`src/rtl/codec_ctrl_slave_if.sv`:
```
// Pin bundle for the codec control-port responder: 3-wire SPI inputs, commit report, register read port.
// SPI_ERR_COUNT_EN adds the err_count status output.
interface codec_ctrl_slave_if;
    logic       spi_sck;
    logic       spi_mosi;
    logic       cs;
    logic       wr_strobe;
    logic [6:0] wr_addr;
    logic [8:0] wr_data;
    logic       active;
    logic [3:0] rd_addr;
    logic [8:0] rd_data;
    logic       frame_err;
    logic       addr_err;
`ifdef SPI_ERR_COUNT_EN
    logic [7:0] err_count;

    modport slave (
        input  spi_sck, spi_mosi, cs, rd_addr,
        output wr_strobe, wr_addr, wr_data, active, rd_data, frame_err, addr_err, err_count
    );
    modport master (
        output spi_sck, spi_mosi, cs, rd_addr,
        input  wr_strobe, wr_addr, wr_data, active, rd_data, frame_err, addr_err, err_count
    );
`else
    modport slave (
        input  spi_sck, spi_mosi, cs, rd_addr,
        output wr_strobe, wr_addr, wr_data, active, rd_data, frame_err, addr_err
    );
    modport master (
        output spi_sck, spi_mosi, cs, rd_addr,
        input  wr_strobe, wr_addr, wr_data, active, rd_data, frame_err, addr_err
    );
`endif
endinterface

```
`src/rtl/codec_ctrl_slave.sv`:
```
// 3-wire SPI codec control-port responder: 16-bit {addr,data} frames into a 10-entry register file.
// Optional SPI_ERR_COUNT_EN: saturating count of frame_err/addr_err pulses on err_count.
module codec_ctrl_slave #(
    parameter int unsigned NUM_REGS = 10,
    parameter logic [6:0]  RST_ADDR = 7'h0F
) (
    input  logic             clk,
    input  logic             reset,
    codec_ctrl_slave_if.slave bus
);
    localparam int unsigned ACTIVE_REG = 9;

    typedef enum logic [1:0] {IDLE, SHIFT, COMMIT} state_t;

    state_t      state;
    logic [2:0]  sck_sync;
    logic [2:0]  cs_sync;
    logic [1:0]  mosi_sync;
    logic        armed;
    logic [4:0]  bit_cnt;
    logic [15:0] shreg;
    logic [8:0]  regs [NUM_REGS];

    logic        sck_rise;
    logic        cs_rise;
    logic        cs_fall;
    logic [6:0]  frame_addr;
    logic [8:0]  frame_data;
    logic [6:0]  partner;
    logic        link_en;
    logic        addr_in_map;

    function automatic logic [8:0] reg_default(int unsigned idx);
        case (idx)
            0, 1:    return 9'h097;
            2, 3:    return 9'h079;
            4:       return 9'h00A;
            5:       return 9'h008;
            6:       return 9'h09F;
            7:       return 9'h00A;
            default: return 9'h000;
        endcase
    endfunction

    // Edges compare the second sync stage against a third; mosi shares the same two-stage delay
    assign sck_rise    = sck_sync[1] & ~sck_sync[2];
    assign cs_rise     = cs_sync[1] & ~cs_sync[2];
    assign cs_fall     = ~cs_sync[1] & cs_sync[2];
    assign frame_addr  = shreg[15:9];
    assign frame_data  = shreg[8:0];
    assign partner     = {frame_addr[6:1], ~frame_addr[0]};
    assign link_en     = frame_data[8] && (frame_addr[6:2] == 5'd0);
    assign addr_in_map = 32'(frame_addr) < NUM_REGS;

    always_comb begin
        bus.rd_data = '0;
        if (32'(bus.rd_addr) < NUM_REGS) bus.rd_data = regs[bus.rd_addr];
        bus.active = regs[ACTIVE_REG][0];
    end

    always_ff @(posedge clk or negedge reset) begin
        if (!reset) begin
            state         <= IDLE;
            sck_sync      <= '0;
            cs_sync       <= '0;
            mosi_sync     <= '0;
            armed         <= 1'b0;
            bit_cnt       <= '0;
            shreg         <= '0;
            bus.wr_strobe <= 1'b0;
            bus.wr_addr   <= '0;
            bus.wr_data   <= '0;
            bus.frame_err <= 1'b0;
            bus.addr_err  <= 1'b0;
`ifdef SPI_ERR_COUNT_EN
            bus.err_count <= '0;
`endif
            for (int unsigned i = 0; i < NUM_REGS; i++) regs[i] <= reg_default(i);
        end else begin
            sck_sync      <= {sck_sync[1:0], bus.spi_sck};
            cs_sync       <= {cs_sync[1:0], bus.cs};
            mosi_sync     <= {mosi_sync[0], bus.spi_mosi};
            bus.wr_strobe <= 1'b0;
            bus.frame_err <= 1'b0;
            bus.addr_err  <= 1'b0;

            if (cs_sync[1]) armed <= 1'b1;
            if (cs_fall) begin
                bit_cnt <= '0;
                shreg   <= '0;
            end

            case (state)
                IDLE: begin
                    if (cs_fall && armed) state <= SHIFT;
                end
                SHIFT: begin
                    if (cs_rise) begin
                        state <= COMMIT;
                    end else if (sck_rise) begin
                        shreg <= {shreg[14:0], mosi_sync[1]};
                        if (bit_cnt != 5'd17) bit_cnt <= bit_cnt + 5'd1;
                    end
                end
                COMMIT: begin
                    state <= IDLE;
                    if (bit_cnt != 5'd16) begin
                        bus.frame_err <= 1'b1;
`ifdef SPI_ERR_COUNT_EN
                        if (bus.err_count != '1) bus.err_count <= bus.err_count + 8'd1;
`endif
                    end else if (addr_in_map) begin
                        bus.wr_strobe <= 1'b1;
                        bus.wr_addr   <= frame_addr;
                        bus.wr_data   <= frame_data;
                        // Linked channel pairs (0/1, 2/3) update together when data[8] is set
                        for (int unsigned i = 0; i < NUM_REGS; i++) begin
                            if (i == 32'(frame_addr) || (link_en && i == 32'(partner)))
                                regs[i] <= frame_data;
                        end
                    end else if (frame_addr == RST_ADDR) begin
                        bus.wr_strobe <= 1'b1;
                        bus.wr_addr   <= frame_addr;
                        bus.wr_data   <= frame_data;
                        if (frame_data == '0) begin
                            for (int unsigned i = 0; i < NUM_REGS; i++) regs[i] <= reg_default(i);
`ifdef SPI_ERR_COUNT_EN
                            bus.err_count <= '0;
`endif
                        end
                    end else begin
                        bus.addr_err <= 1'b1;
`ifdef SPI_ERR_COUNT_EN
                        if (bus.err_count != '1) bus.err_count <= bus.err_count + 8'd1;
`endif
                    end
                end
                default: state <= IDLE;
            endcase
        end
    end
endmodule
```
`src/flat_wrapper.sv`:
```
// flat-port wrapper written by rule: the top's interface ports become plain ports
module codec_ctrl_slave_flat 
#(
    parameter int unsigned NUM_REGS = 10,
    parameter logic [6:0]  RST_ADDR = 7'h0F
)
  (clk, reset, bus_spi_sck, bus_spi_mosi, bus_cs, bus_rd_addr, bus_wr_strobe, bus_wr_addr, bus_wr_data, bus_active, bus_rd_data, bus_frame_err, bus_addr_err);
  codec_ctrl_slave_if bus_i ();
  input  logic clk;
  input  logic reset;
  input wire logic [$bits(bus_i.spi_sck)-1:0] bus_spi_sck;
  input wire logic [$bits(bus_i.spi_mosi)-1:0] bus_spi_mosi;
  input wire logic [$bits(bus_i.cs)-1:0] bus_cs;
  input wire logic [$bits(bus_i.rd_addr)-1:0] bus_rd_addr;
  output wire logic [$bits(bus_i.wr_strobe)-1:0] bus_wr_strobe;
  output wire logic [$bits(bus_i.wr_addr)-1:0] bus_wr_addr;
  output wire logic [$bits(bus_i.wr_data)-1:0] bus_wr_data;
  output wire logic [$bits(bus_i.active)-1:0] bus_active;
  output wire logic [$bits(bus_i.rd_data)-1:0] bus_rd_data;
  output wire logic [$bits(bus_i.frame_err)-1:0] bus_frame_err;
  output wire logic [$bits(bus_i.addr_err)-1:0] bus_addr_err;
  assign bus_i.spi_sck = bus_spi_sck;
  assign bus_i.spi_mosi = bus_spi_mosi;
  assign bus_i.cs = bus_cs;
  assign bus_i.rd_addr = bus_rd_addr;
  assign bus_wr_strobe = bus_i.wr_strobe;
  assign bus_wr_addr = bus_i.wr_addr;
  assign bus_wr_data = bus_i.wr_data;
  assign bus_active = bus_i.active;
  assign bus_rd_data = bus_i.rd_data;
  assign bus_frame_err = bus_i.frame_err;
  assign bus_addr_err = bus_i.addr_err;
  codec_ctrl_slave #(.NUM_REGS(NUM_REGS), .RST_ADDR(RST_ADDR)) u_core (.clk(clk), .reset(reset), .bus(bus_i));
endmodule
```
`config.mk`:
```
export PLATFORM = sky130hd
export DESIGN_NAME = codec_ctrl_slave_flat
export DESIGN_NICKNAME = d
export VERILOG_FILES = /design/src/rtl/codec_ctrl_slave_if.sv /design/src/rtl/codec_ctrl_slave.sv /design/src/flat_wrapper.sv
export SDC_FILE = /design/constraint.sdc
export NUM_CORES = 1
export LEC_CHECK = 0
export ABC_CLOCK_PERIOD_IN_PS = 5400
export BUFFER_PORTS_ARGS = -buffer_cell sky130_fd_sc_hd__buf_2
export CORE_UTILIZATION = 55
export CTS_CLUSTER_SIZE = 20
export DETAILED_ROUTE_END_ITERATION = 16
export PLACE_DENSITY = 0.79
export SLEW_MARGIN = 0
export SYNTH_ARGS = -nofsm -noshare
export SYNTH_HDL_FRONTEND = slang
export SYNTH_SLANG_ARGS = --single-unit
export TNS_END_PERCENT = 1
```
`constraint.sdc`:
```
create_clock -name clk -period 5.4 [get_ports clk]
set_clock_uncertainty 0.05 [all_clocks]
set_input_delay 1.35 -clock clk [delete_from_list [all_inputs] [get_ports clk]]
set_output_delay 1.35 -clock clk [all_outputs]
set_load 0.05 [all_outputs]
```
Yosys cells after proc, flatten, opt, wreduce, memory -nomap -nowiden
Index checks and enable logic that the tools add are counted.
Word-level totals
  bits of input ports: 9
  RAM bits: 0
  memories: 0
  logic and storage cells: 154
  output and inout bits: 29
  bits in registers: 141
  bits in latches: 0
  ROM bits: 0
Operators by class
  divide/modulo/power cells: 0
  equal/unequal tests: 35
  $add $sub $neg: 1
  reductions and logical operators: 41
  order comparisons: 3
  bitwise logic cells: 9
  shifts and indexed selects: 0
  multipliers: 0
  muxes and demuxes: 43
Operator list (count)
  2-to-1 mux 90 bit: 3
  2-to-1 mux 9 bit: 15
  2-to-1 mux 16 bit: 4
  == test 3 x 7 -> 1 bit, first input constant: 8
  AND reduction 5 bit: 10
  binary-select mux 9 bit (select 4 bit): 1
  == test 2 x 7 -> 1 bit, first input constant: 4
  == test 4 x 7 -> 1 bit, first input constant: 4
  2-to-1 mux 5 bit: 5
  inequality test 2 bit, second input constant: 10
  == test 1 x 7 -> 1 bit, first input constant: 2
  zero test 7 bit: 2
  2-to-1 mux 7 bit: 2
  logical AND 1 bit: 12
  logical OR 1 bit: 10
  2-to-1 mux 1 bit: 10
  inequality test 5 bit, second input constant: 2
  zero test 9 bit: 1
  == test 7 x 4 -> 1 bit, second input constant: 1
  < comparator 7 x 4 -> 1 bit, second input constant: 1
  adder 5 x 1 -> 5 bit, second input constant: 1
  greater-or-equal comparator 5 bit, second input constant: 1
  zero test 5 bit: 1
  inverter 1 bit: 5
  12 further kinds: 17

Longest topological paths before layout
  depth after elaboration: 7
  mapped depth: 8

Least setup slack after synthesis
OpenSTA, ideal clock, no wires.
  kind: input to output
  start point: input bus_rd_addr[1]
  end point: output bus_rd_data[6]
  slack: 576 ps
  arrival: 3424 ps
  required time: 4000 ps
  buffers on the path: 2
  cell stages on the path: 5
  cell sequence: clkbuf_1 > clkbuf_1 > mux4_2 > a21oi_1 > o21ai_0
Between the ends
  longest elaborated chain between the ends: 5
Ends and longest elaborated chain
  from (decl): line flat_wrapper.sv:14  | input wire logic [$bits(bus_i.rd_addr)-1:0] bus_rd_addr;
  inverter 4 -> 5 bit (implied by the code): line codec_ctrl_slave.sv:57  | if (32'(bus.rd_addr) < NUM_REGS) bus.rd_data = regs[bus.rd_addr];
  binary-select mux 9 bit (select 4 bit): line codec_ctrl_slave.sv:57
  2-to-1 mux 9 bit (implied by the code) (2 in series): line codec_ctrl_slave.sv:57
  2-to-1 mux 9 bit (*): line codec_ctrl_slave.sv:57
  to (decl): line flat_wrapper.sv:19  | output wire logic [$bits(bus_i.rd_data)-1:0] bus_rd_data;
Mark *: on every way between the ends. The rest lies on a longest branch, timed or not. The select of a mux whose other input is x is not followed.

Final worst setup path
  start point: input bus_rd_addr[0]
  end point: output bus_rd_data[3]
Same word-level chain as after synthesis.

==> metrics.txt <==
crit-path cells buf_2 -> buf_4 -> mux4_2 -> nand3_1 -> o21ai_0 -> buf_2; core area 11100 um2; Slowest-stage cell, CP mux4_2; CTS tree built; final net count 559; path depth of the worst reg2reg path 5; Crit path required time 4.00 ns; CTS clock-pin slew for the worst setup and hold paths 0.06 ns; chip height 110 um; grt ovf 0; Initial DRT Pass Iterations 5; Synth Register Bits 141; final hold violations 0; Ant. Diodes 0; sequential-to-total area share from yosys stat 0.560; Synth Flop Type dfrtp_1; Reg2Reg Capture Point u_core.bus.wr_addr[0]$_DFFE_PN0P_; crit path time final 4.50 ns; Worst Hold End u_core.cs_sync[1]$_DFF_PN0_; vias per cell 6.65; Design Power 2330 uW; die area 12000 um2; Synth cell types 59; R2R Setup Slk 2.65 ns; vias in the first global route 4489; Area Growth Syn to Fin 13.3%; P per Cell Area 323 nW/um2; postcts setup bufs 0; DRC Markers 0; I/O pins 38; # fillers 795; hold_buf cts 0; htree depth 4; overall routing resource usage 0.288; # rows 38; CP startpoint kind input port; peak supply drop 244 uV; leading area contributor after synthesis dfrtp_1; share of post-route cells with drive strength above 1 0.259; CP Max Fanout 16; Avg Cell Area, Syn 12.1 um2; status finished clean; final wirelength 15700 um; post-place instance area 6620 um2; Initial Util 0.575; Post-synth EDFFs 0; Vias 4654; arrival time at the worst endpoint 3.10 ns; largest net degree at the start of global routing 98; global-route wire length before repair 24700 um; design area 7220 um2; clock latency on the worst-skew pair 0.42 ns; antenna violations before repair 0; Slew HR 0.418; Final HPWL DP 10500 um; fin. max-slew vios 0; Die Span X 110 um; wire per inst 22.4 um; Synth Instances 527; mapped cell area 6370 um2; Antenna Violating Nets Remaining 0; clk root buf clkbuf_16; Synth top area share 0.432; final setup TNS 0 ns; clk sink count 141; Slew @ Worst Pin 0.870 ns; # resized after CTS 0; RSZ-0062 raised after global routing no; PortBufs 37; Hold Crit Start u_core.cs_sync[0]$_DFF_PN0_; Max-Cap Viols 0; cell leakage power 0.00321 uW; DRT iter0 DRCs 550; critical path type input port to primary output; CTS Buf Count 17; Worst setup EP type primary output; clk buf depth 2; FMAX 222 MHz; FF-to-FF Start u_core.shreg[11]$_DFF_PN0_; worst hold path depth 0; Synth Warn # 0; final setup fails 0; most frequent cell on the critical path buf_2; FFs w/ async S/R, synth 1.00; Final Cycle Share 0.833; final RePlAce weighted congestion 0.962; Hold Crit Class register to register; Hold Slack 0.303 ns; syn_nets 539; CP max stage delay 0.54 ns; top post-synthesis cells by area dfrtp_1, dfstp_2, a22o_1
==> synthesized netlist by cell type (9+ instances only) <==
library cell  number
a22o_1            56
dfrtp_1          110
buf_2             10
a21oi_1           15
o22a_1            21
mux4_2            18
mux2_2             9
mux2i_1           11
dfstp_2           31
clkbuf_1          28
nor2_1            25
inv_1             15
nand2_1           41
o21ai_0           30
nand3_1           18
==> metrics by stage <==
step	util	std cells	setup WS, ns
finish	0.651	700	0.902
global route	0.651	700	0.779
CTS	0.651	700	0.874
detailed placement	0.598	668	0.909
global placement	0.598	668	0.945
floorplan	-	527	0.576
==> cells in the final DEF (no fill, tap or decap), drive strengths merged, types with 5 or more instances in the layout <==
master and count:
and2 5, dfrtp 110, mux4 18, mux2 9
inv 17, o21ai 32, dfstp 31, mux2i 11
a21oi 15, nor3 6, buf 41, o22a 21
a22o 56, clkinv 7, o31ai 6, nand3 18
nor2b 5, clkbuf 17, nor2 26, nand2 42
a2bb2oi 6
==> kinds of logic (layout without fill, tap and decap cells) <==
group,after synthesis,after routing,synth area share
multiplexers,38,38,0.0968
buffers and inverters,56,89,0.0349
AO/OA/AOI/OAI,158,158,0.197
flip-flops,141,141,0.560
adder cells (fa/ha/maj),3,3,0.00589
AND/OR/NAND/NOR,131,131,0.106
==> report_power, final <==
part / switching (uW) / internal, uW / total, uW
clock: 450 / 723 / 1170
sequential: 13.7 / 1070 / 1080
combinational: 54.6 / 20.7 / 75.3
==> metal layers <==
metal | GRT usage | up-vias | wire (um)
li1 | - | 2013 | -
met5 | 0 | - | 0
met2 | 0.455 | 246 | 7520
met3 | 0.0812 | 45 | 1220
met4 | 0.124 | 0 | 537
met1 | 0.375 | 2350 | 6430
==> flip-flops by register name (all words and copies together), names as in the netlist <==
signal,count
u_core.bit_cnt,5
u_core.bus.wr_addr,7
u_core.bus.addr_err,1
u_core.mosi_sync,2
u_core.bus.frame_err,1
u_core.bus.active,1
u_core.armed,1
u_core.sck_sync,3
u_core.shreg,16
u_core.bus.wr_strobe,1
u_core.state,2
u_core.regs,89
u_core.bus.wr_data,9
u_core.cs_sync,3
==> layout make-up <==
type / instances / area (um2) / share of cell area
timing repair buffer: 41 / 221 / 0.0307
tap: 140 / 175 / 0.0243
sequential: 141 / 3570 / 0.494
clock inverter: 15 / 170 / 0.0236
inverter: 16 / 60.1 / 0.00832
clock buffer: 17 / 425 / 0.0589
multi-input combinational: 330 / 2600 / 0.360
==> worst max-delay path, delay by kind of cell <==
family / cells / cell delay [ns]
buffers and inverters: 3 / 0.96
multiplexers: 1 / 0.54
AND/OR/NAND/NOR: 1 / 0.11
AO/OA/AOI/OAI: 1 / 0.13
==> worst max-delay path by stage <==
stage / startpoint / end / slack [ns] / depth (start not counted)
2_1_floorplan: bus_rd_addr[1] / bus_rd_data[6] / 0.58 / 5
3_3_place_gp: bus_rd_addr[0] / bus_rd_data[5] / 0.95 / 6
3_5_place_dp: bus_rd_addr[0] / bus_rd_data[6] / 0.91 / 6
4_1_cts: bus_rd_addr[0] / bus_rd_data[3] / 0.87 / 6
5_1_grt: bus_rd_addr[0] / bus_rd_data[3] / 0.78 / 6
6_report: bus_rd_addr[0] / bus_rd_data[3] / 0.90 / 6
Power figures use the tool's default switching activity.
